**config.mk**
```make
export PLATFORM = sky130hd
export DESIGN_NAME = sync_debounce
export DESIGN_NICKNAME = d
export VERILOG_FILES = /design/src/rtl/sync_pkg.sv /design/src/rtl/sync_debounce_chan.sv /design/src/rtl/sync_debounce.sv
export SDC_FILE = /design/constraint.sdc
export NUM_CORES = 1
export LEC_CHECK = 0
export CAP_MARGIN = 25
export CELL_PAD_IN_SITES_DETAIL_PLACEMENT = 1
export CELL_PAD_IN_SITES_GLOBAL_PLACEMENT = 1
export CORE_AREA = 2 2 39 41
export DETAILED_ROUTE_END_ITERATION = 8
export DIE_AREA = 0 0 41 43
export HOLD_SLACK_MARGIN = 0.06
export PLACE_DENSITY_LB_ADDON = 0.1
export SYNTH_ARGS = -nofsm -noshare
export SYNTH_HDL_FRONTEND = slang
export SYNTH_SLANG_ARGS = --single-unit
```
**constraint.sdc**
```tcl
create_clock -name clk_dst -period 1.1 [get_ports clk_dst]
set_input_delay 0.22 -clock clk_dst [delete_from_list [all_inputs] [get_ports clk_dst]]
set_output_delay 0.22 -clock clk_dst [all_outputs]
set_load 0.01 [all_outputs]
```
**src/rtl/sync_pkg.sv**
```systemverilog
// sync_pkg: constants and helpers shared by the sync_debounce block.
//   SYNC_STAGES_DEF     default synchroniser depth
//   DEBOUNCE_CYCLES_DEF default debounce acceptance length
//   clog2()             ceiling log2, usable in parameter expressions
package sync_pkg;

  localparam int SYNC_STAGES_DEF     = 2;
  localparam int DEBOUNCE_CYCLES_DEF = 16;

  // Returns the smallest n with 2**n >= value (0 for value <= 1).
  function automatic int clog2(input int value);
    int result;
    result = 0;
    while ((1 << result) < value) result++;
    return result;
  endfunction

endpackage

```
**src/rtl/sync_debounce_chan.sv**
```systemverilog
// sync_debounce_chan: one channel of the input conditioner.
// Synchroniser chain, optional debounce counter, and registered edge pulses.
//
// Build option: SYNC_DEBOUNCE_FILTER_EN
//   defined   -> a new synchronised level must persist DEBOUNCE_CYCLES cycles
//   undefined -> signal_dst follows the synchroniser output every cycle
//
// Ports:
//   clk_dst      destination clock
//   rst_dst      asynchronous reset, active-high
//   signal_src   asynchronous input bit
//   signal_dst   synchronised, debounced level (registered)
//   rise_pulse   one-cycle pulse on signal_dst 0->1 (registered)
//   fall_pulse   one-cycle pulse on signal_dst 1->0 (registered)
//   change_next  combinational "a pulse registers on the next edge" strobe,
//                used by the top to register any_change in step with the pulses
//
// Debounce behaviour (implicit in the counter):
//   state | meaning
//   IDLE  | cnt == 0 and synchronised level equals signal_dst
//   COUNT | synchronised level differs; cnt counts edges of persistence
module sync_debounce_chan
  import sync_pkg::*;
#(
  parameter int   STAGES          = SYNC_STAGES_DEF,
  parameter int   DEBOUNCE_CYCLES = DEBOUNCE_CYCLES_DEF,
  parameter logic RESET_VAL       = 1'b0
) (
  input  logic clk_dst,
  input  logic rst_dst,
  input  logic signal_src,
  output logic signal_dst,
  output logic rise_pulse,
  output logic fall_pulse,
  output logic change_next
);

  if (STAGES < 2 || DEBOUNCE_CYCLES < 1) begin : g_bad_cfg
    $error("sync_debounce_chan: need STAGES >= 2 and DEBOUNCE_CYCLES >= 1");
  end

  // sync[0] is the metastable stage; the sync[0] -> sync[1] hop carries a
  // tight max-delay constraint, so nothing may sit between the stages.
  logic [STAGES-1:0] sync;
  logic              s;
  logic              dst_next;
  logic              rise_next;
  logic              fall_next;

  assign s = sync[STAGES-1];

  always_ff @(posedge clk_dst or posedge rst_dst) begin
    if (rst_dst) begin
      sync <= {STAGES{RESET_VAL}};
    end else begin
      sync <= {sync[STAGES-2:0], signal_src};
    end
  end

`ifdef SYNC_DEBOUNCE_FILTER_EN
  localparam int               CNT_W    = clog2(DEBOUNCE_CYCLES + 1);
  localparam logic [CNT_W-1:0] CNT_TERM = CNT_W'(DEBOUNCE_CYCLES - 1);

  logic [CNT_W-1:0] cnt;
  logic [CNT_W-1:0] cnt_next;

  always_ff @(posedge clk_dst or posedge rst_dst) begin
    if (rst_dst) begin
      cnt <= '0;
    end else begin
      cnt <= cnt_next;
    end
  end

  // Any agreement clears the count, so a glitch is forgotten entirely.
  // The count is cleared at its terminal value and therefore never wraps.
  always_comb begin
    cnt_next = '0;
    dst_next = signal_dst;
    if (s != signal_dst) begin
      if (cnt == CNT_TERM) begin
        dst_next = s;
      end else begin
        cnt_next = cnt + CNT_W'(1);
      end
    end
  end
`else
  assign dst_next = s;
`endif

  assign rise_next   = ~signal_dst &  dst_next;
  assign fall_next   =  signal_dst & ~dst_next;
  assign change_next = rise_next | fall_next;

  always_ff @(posedge clk_dst or posedge rst_dst) begin
    if (rst_dst) begin
      signal_dst <= RESET_VAL;
      rise_pulse <= 1'b0;
      fall_pulse <= 1'b0;
    end else begin
      signal_dst <= dst_next;
      rise_pulse <= rise_next;
      fall_pulse <= fall_next;
    end
  end

endmodule

```
**src/rtl/sync_debounce.sv**
```systemverilog
// sync_debounce: multi-channel input conditioner onto clk_dst.
// Each of WIDTH asynchronous inputs is synchronised (STAGES flops), debounced
// and edge-detected; any_change flags a pulse on any channel.
//
// Build option: SYNC_DEBOUNCE_FILTER_EN enables the debounce counters; when
// undefined, signal_dst follows the synchroniser and DEBOUNCE_CYCLES is unused.
//
// Ports:
//   clk_dst     destination clock
//   rst_dst     asynchronous reset, active-high
//   signal_src  [WIDTH] asynchronous inputs
//   signal_dst  [WIDTH] synchronised, debounced levels (registered)
//   rise_pulse  [WIDTH] one-cycle pulse per channel on 0->1 (registered)
//   fall_pulse  [WIDTH] one-cycle pulse per channel on 1->0 (registered)
//   any_change  OR of all rise/fall pulses, aligned with them (registered)
module sync_debounce
  import sync_pkg::*;
#(
  parameter int               WIDTH           = 1,
  parameter int               STAGES          = SYNC_STAGES_DEF,
  parameter int               DEBOUNCE_CYCLES = DEBOUNCE_CYCLES_DEF,
  parameter logic [WIDTH-1:0] RESET_VAL       = {WIDTH{1'b0}}
) (
  input  logic             clk_dst,
  input  logic             rst_dst,
  input  logic [WIDTH-1:0] signal_src,
  output logic [WIDTH-1:0] signal_dst,
  output logic [WIDTH-1:0] rise_pulse,
  output logic [WIDTH-1:0] fall_pulse,
  output logic             any_change
);

  logic [WIDTH-1:0] change_next;

  for (genvar i = 0; i < WIDTH; i++) begin : g_chan
    sync_debounce_chan #(
      .STAGES          (STAGES),
      .DEBOUNCE_CYCLES (DEBOUNCE_CYCLES),
      .RESET_VAL       (RESET_VAL[i])
    ) u_chan (
      .clk_dst     (clk_dst),
      .rst_dst     (rst_dst),
      .signal_src  (signal_src[i]),
      .signal_dst  (signal_dst[i]),
      .rise_pulse  (rise_pulse[i]),
      .fall_pulse  (fall_pulse[i]),
      .change_next (change_next[i])
    );
  end

  // Registered from the channels' next-cycle strobes so any_change rises on
  // the same edge as the pulses rather than one cycle behind them.
  always_ff @(posedge clk_dst or posedge rst_dst) begin
    if (rst_dst) begin
      any_change <= 1'b0;
    end else begin
      any_change <= |change_next;
    end
  end

endmodule

```
After elaboration in Yosys (flattened, before gate mapping)
Index checks and enable logic that the tools add are counted.

cells by class
  bitwise operators = 5

operator list
  operator     count
  $and 1x1->1  2
  $not 1->1    2
  $or 1x1->1   1

word-level totals
  input bits = 3
  output and inout bits = 4
  word-level logic and storage cells = 10
  flip-flop bits (word level) = 6

Logic depth before layout (Yosys ltp)
  word-level depth = 3
  gate-level depth with buffers = 3
  mapped depth without buffers = 3

Cells and area by module
A second synthesis with hierarchy kept.

second synthesis, totals
  cell total of the unflattened synthesis = 13
  area total of the unflattened synthesis = 193.9 µm²

by module, submodules not included
  module              seq. area each (µm²)  area an instance (µm²)  times used  cells each
  sync_debounce_chan  125.1                 165.2                   1           11
  sync_debounce       25.0                  28.8                    1           2

Worst setup path after synthesis
OpenSTA, ideal clock, no wires.

  kind = register -> register
  start = register g_chan[0].u_chan.signal_dst
  end = register any_change
  period minus slack after synthesis = 0.845 ns
  stages on the path, launching flop included = 4
  path buffers = 0
  required time = 0.987 ns
  slack = 0.255 ns
  library setup time = 0.113 ns
  data arrival time = 0.732 ns
  cells stage by stage = dfrtp_1 -> inv_1 -> ha_1 -> inv_1

between the ends
  word-level cells in the longest chain between the ends = 3
  elaborated cells on any way between the ends = 4
  classes of those cells = bitwise: 4

RTL lines
  item                      RTL line                   text
  start: declaration        sync_debounce_chan.sv:32   output logic signal_dst,
  start signal: assignment  sync_debounce_chan.sv:102  signal_dst <= dst_next;
  $not 1->1                 sync_debounce_chan.sv:92   assign rise_next = ~signal_dst & dst_next;
  $and 1x1->1               sync_debounce_chan.sv:92
  $or 1x1->1 *              sync_debounce_chan.sv:94   assign change_next = rise_next | fall_next;
  net change_next           sync_debounce.sv:33        logic [WIDTH-1:0] change_next;
  end signal: assignment    sync_debounce.sv:57        any_change <= |change_next;
  end: declaration          sync_debounce.sv:30        output logic any_change

Mark *: on every way through the listed nets, which the timed path passes. The rest lies on a longest branch.

Final worst setup path
  start = register any_change
  end = output port any_change

No word-level cell between the ends.

==> impl_metrics.toml <==
[outcome]
status = "completed"

[logic_synthesis]
synth_cells = 12
yosys.area.top_type_share_pct = 78.95
synth_warnings = 0
synth_edf_count = 0
syn_area_per_cell_sq_um = 15.85
synth-async-reset-ratio_pct = 100.0
synth.most_common_cell = "dfrtp_1"
synth.cell_area_sq_um = 190.2
ys.flop_type = "dfrtp_1"
yosys-top-cells-count = "dfrtp_1, inv_1, ha_1"
seq_area_frac_synth_pct = 78.95
ys_ff_latch = 6
synth_area_leader_cell = "dfrtp_1"
ys_types = 3
synthTopCellsByArea = "dfrtp_1, ha_1, inv_1"
syn_nets = 17

[clocking]
numCtsBuffers = 3
clk_pin_slew_worst_paths_ps = 40
cts_resized = 7
htree_levels = 1
clock_sinks = 6
post-cts-setup-buffers = 0
tritoncts = "built"
cts_buffer_depth = 2
clockRootBuffer = "clkbuf_4"
insertion_delay_ps = 240
cts_hold_buffers = 0

[global_routing]
grt_use_total_pct = 5.455
overflow = 0
antenna_found_initial = 0
grt_max_degree = 7
grt_pass1_vias = 121
grt_pass1_wl_um = 476

[power_and_ir_drop]
p_total_uw = 474.4
ir_drop_mv = 0.3741
power_per_cell_area_nw_per_um2 = 1607
leakage_nw = 0.1536

[placed_design]
place.gp.congestion = 0.5741
port_buffers = 6
pre_cts_ws_ps = 7.004
hpwl_um = 225

[critical_path]
criticalPathCategory = "reg2out"
rr_worst_depth = 4
cp_max_fo = 1
crit_path_start = "any_change$_DFF_PP0_"
crit_end = "any_change"
slowest_delay_ps = 360
path_cells = "clkdlybuf4s15_1"
path_delay_family = "flip-flops"
cp.depth = 1
arrival_ps = 820
critPathSlowestCell = "dfrtp_1"
reg2reg_setup_slack_ps = 210
setup.worst_path.end_class = "output port"
cp.required_ps = 880
critPathBufInv = 1
critPathLaunchType = "flip-flop"
r2r-end = "any_change$_DFF_PP0_"
reg2reg_from = "g_chan[0].u_chan.signal_dst$_DFF_PP0_"

[timing]
worstMarginPinSlew_ps = 222.4
rsz0062_at_grt = "false"
hold_viol = 0
tns_ps = 0
setup_violations = 0
min_period_ps = 1043
slew_headroom_pct = 85.16
worst_slack_ps = 57.34
max_clock_freq_mhz = 959.1
period_share_pct = 94.79
slew_violations = 0
finalClockSkew_ps = 2.847

[drt]
first_iter_violations = 0
wl_um = 286
drcViolationCount = 0
first_pass_iters = 1
antenna_left = 0
wl_per_cell_um = 7.526
num_vias = 119
via_per_inst = 3.132

[floorplan]
die_h_um = 43
rows = 14
ios = 7
die-width_um = 41
core_area_sq_um = 1384
start_util_pct = 13.74
die-area_sq_um = 1763

[worst_hold_path]
min_path_type = "in2async"

[layout]
areaGrowthSynthToFinish_pct = 55.26
nNetsFinal = 29
diodes = 0
drive_gt1_share_pct = 22.73

[run]
maxCapViolCount = 0
==> per-layer routing <==
metal  wire [um]  share of wire [%]  global-route usage, %  vias to the layer above
met5           0                  0                      0                        -
met1          85                 30                  2.951                       59
met2         172                 60                  6.563                        5
met4           0                  0                  10.00                        0
li1            -                  -                      -                       55
met3          27                9.4                  4.712                        0
==> power by group <==
part | total, mW | internal (mW) | switching, mW
registers | 0.239 | 0.235 | 0.00468
clock network | 0.197 | 0.123 | 0.0735
logic | 0.0385 | 0.0213 | 0.0173
total | 0.474 | 0.379 | 0.0955
==> sequential cells by signal, indices dropped and copies added (netlist names) <==
name and cells:
g_chan.u_chan.rise_pulse 1, any_change 1, g_chan.u_chan.fall_pulse 1, g_chan.u_chan.signal_dst 1, g_chan.u_chan.sync 2
==> layout by cell type (no fill, tap or decap), drive strengths merged <==
master and count:
buf 1, clkbuf 4, clkdlybuf4s50 2, inv 4, ha 2, dfrtp 6
clkdlybuf4s15 3
==> how the worst min path moves through the flow <==
stage | to | slack (ps)
finish | g_chan[0].u_chan.signal_dst$_DFF_PP0_ | 190
global route | g_chan[0].u_chan.signal_dst$_DFF_PP0_ | 210
CTS | g_chan[0].u_chan.signal_dst$_DFF_PP0_ | 190
detailed placement | g_chan[0].u_chan.sync[1]$_DFF_PP0_ | 340
global placement | g_chan[0].u_chan.sync[1]$_DFF_PP0_ | 340
floorplan | any_change$_DFF_PP0_ | 10
==> stage by stage <==
| stage | hold WS, ps | area, sq um | std cells | utilization, % |
|---|---|---|---|---|
| 2_1_floorplan | 10.96 | 190.2 | 12 | - |
| 3_3_place_gp | 335.9 | 277.8 | 35 | 20.07 |
| 3_5_place_dp | 339.5 | 277.8 | 35 | 20.07 |
| 4_1_cts | 189.6 | 299.0 | 38 | 21.61 |
| 5_1_grt | 207.8 | 295.3 | 38 | 21.34 |
| 6_report | 190.4 | 295.3 | 38 | 21.34 |
==> area by class of cell <==
type | instances | area, sq um
tap | 16 | 20.02
inverter | 4 | 15.01
multi-input combinational | 2 | 25.02
timing repair buffer | 7 | 62.56
clock buffer | 3 | 22.52
sequential | 6 | 150.1
fill | 162 | 1089
==> logic make-up (layout without fill, tap and decap cells) <==
logic type                 after synthesis  in the layout  synth area share [%]
adders and majority gates                2              2                 13.16
DFF                                      6              6                 78.95
buffers and inverters                    4             14                 7.892
No activity file was read; power rests on OpenSTA's default activity.
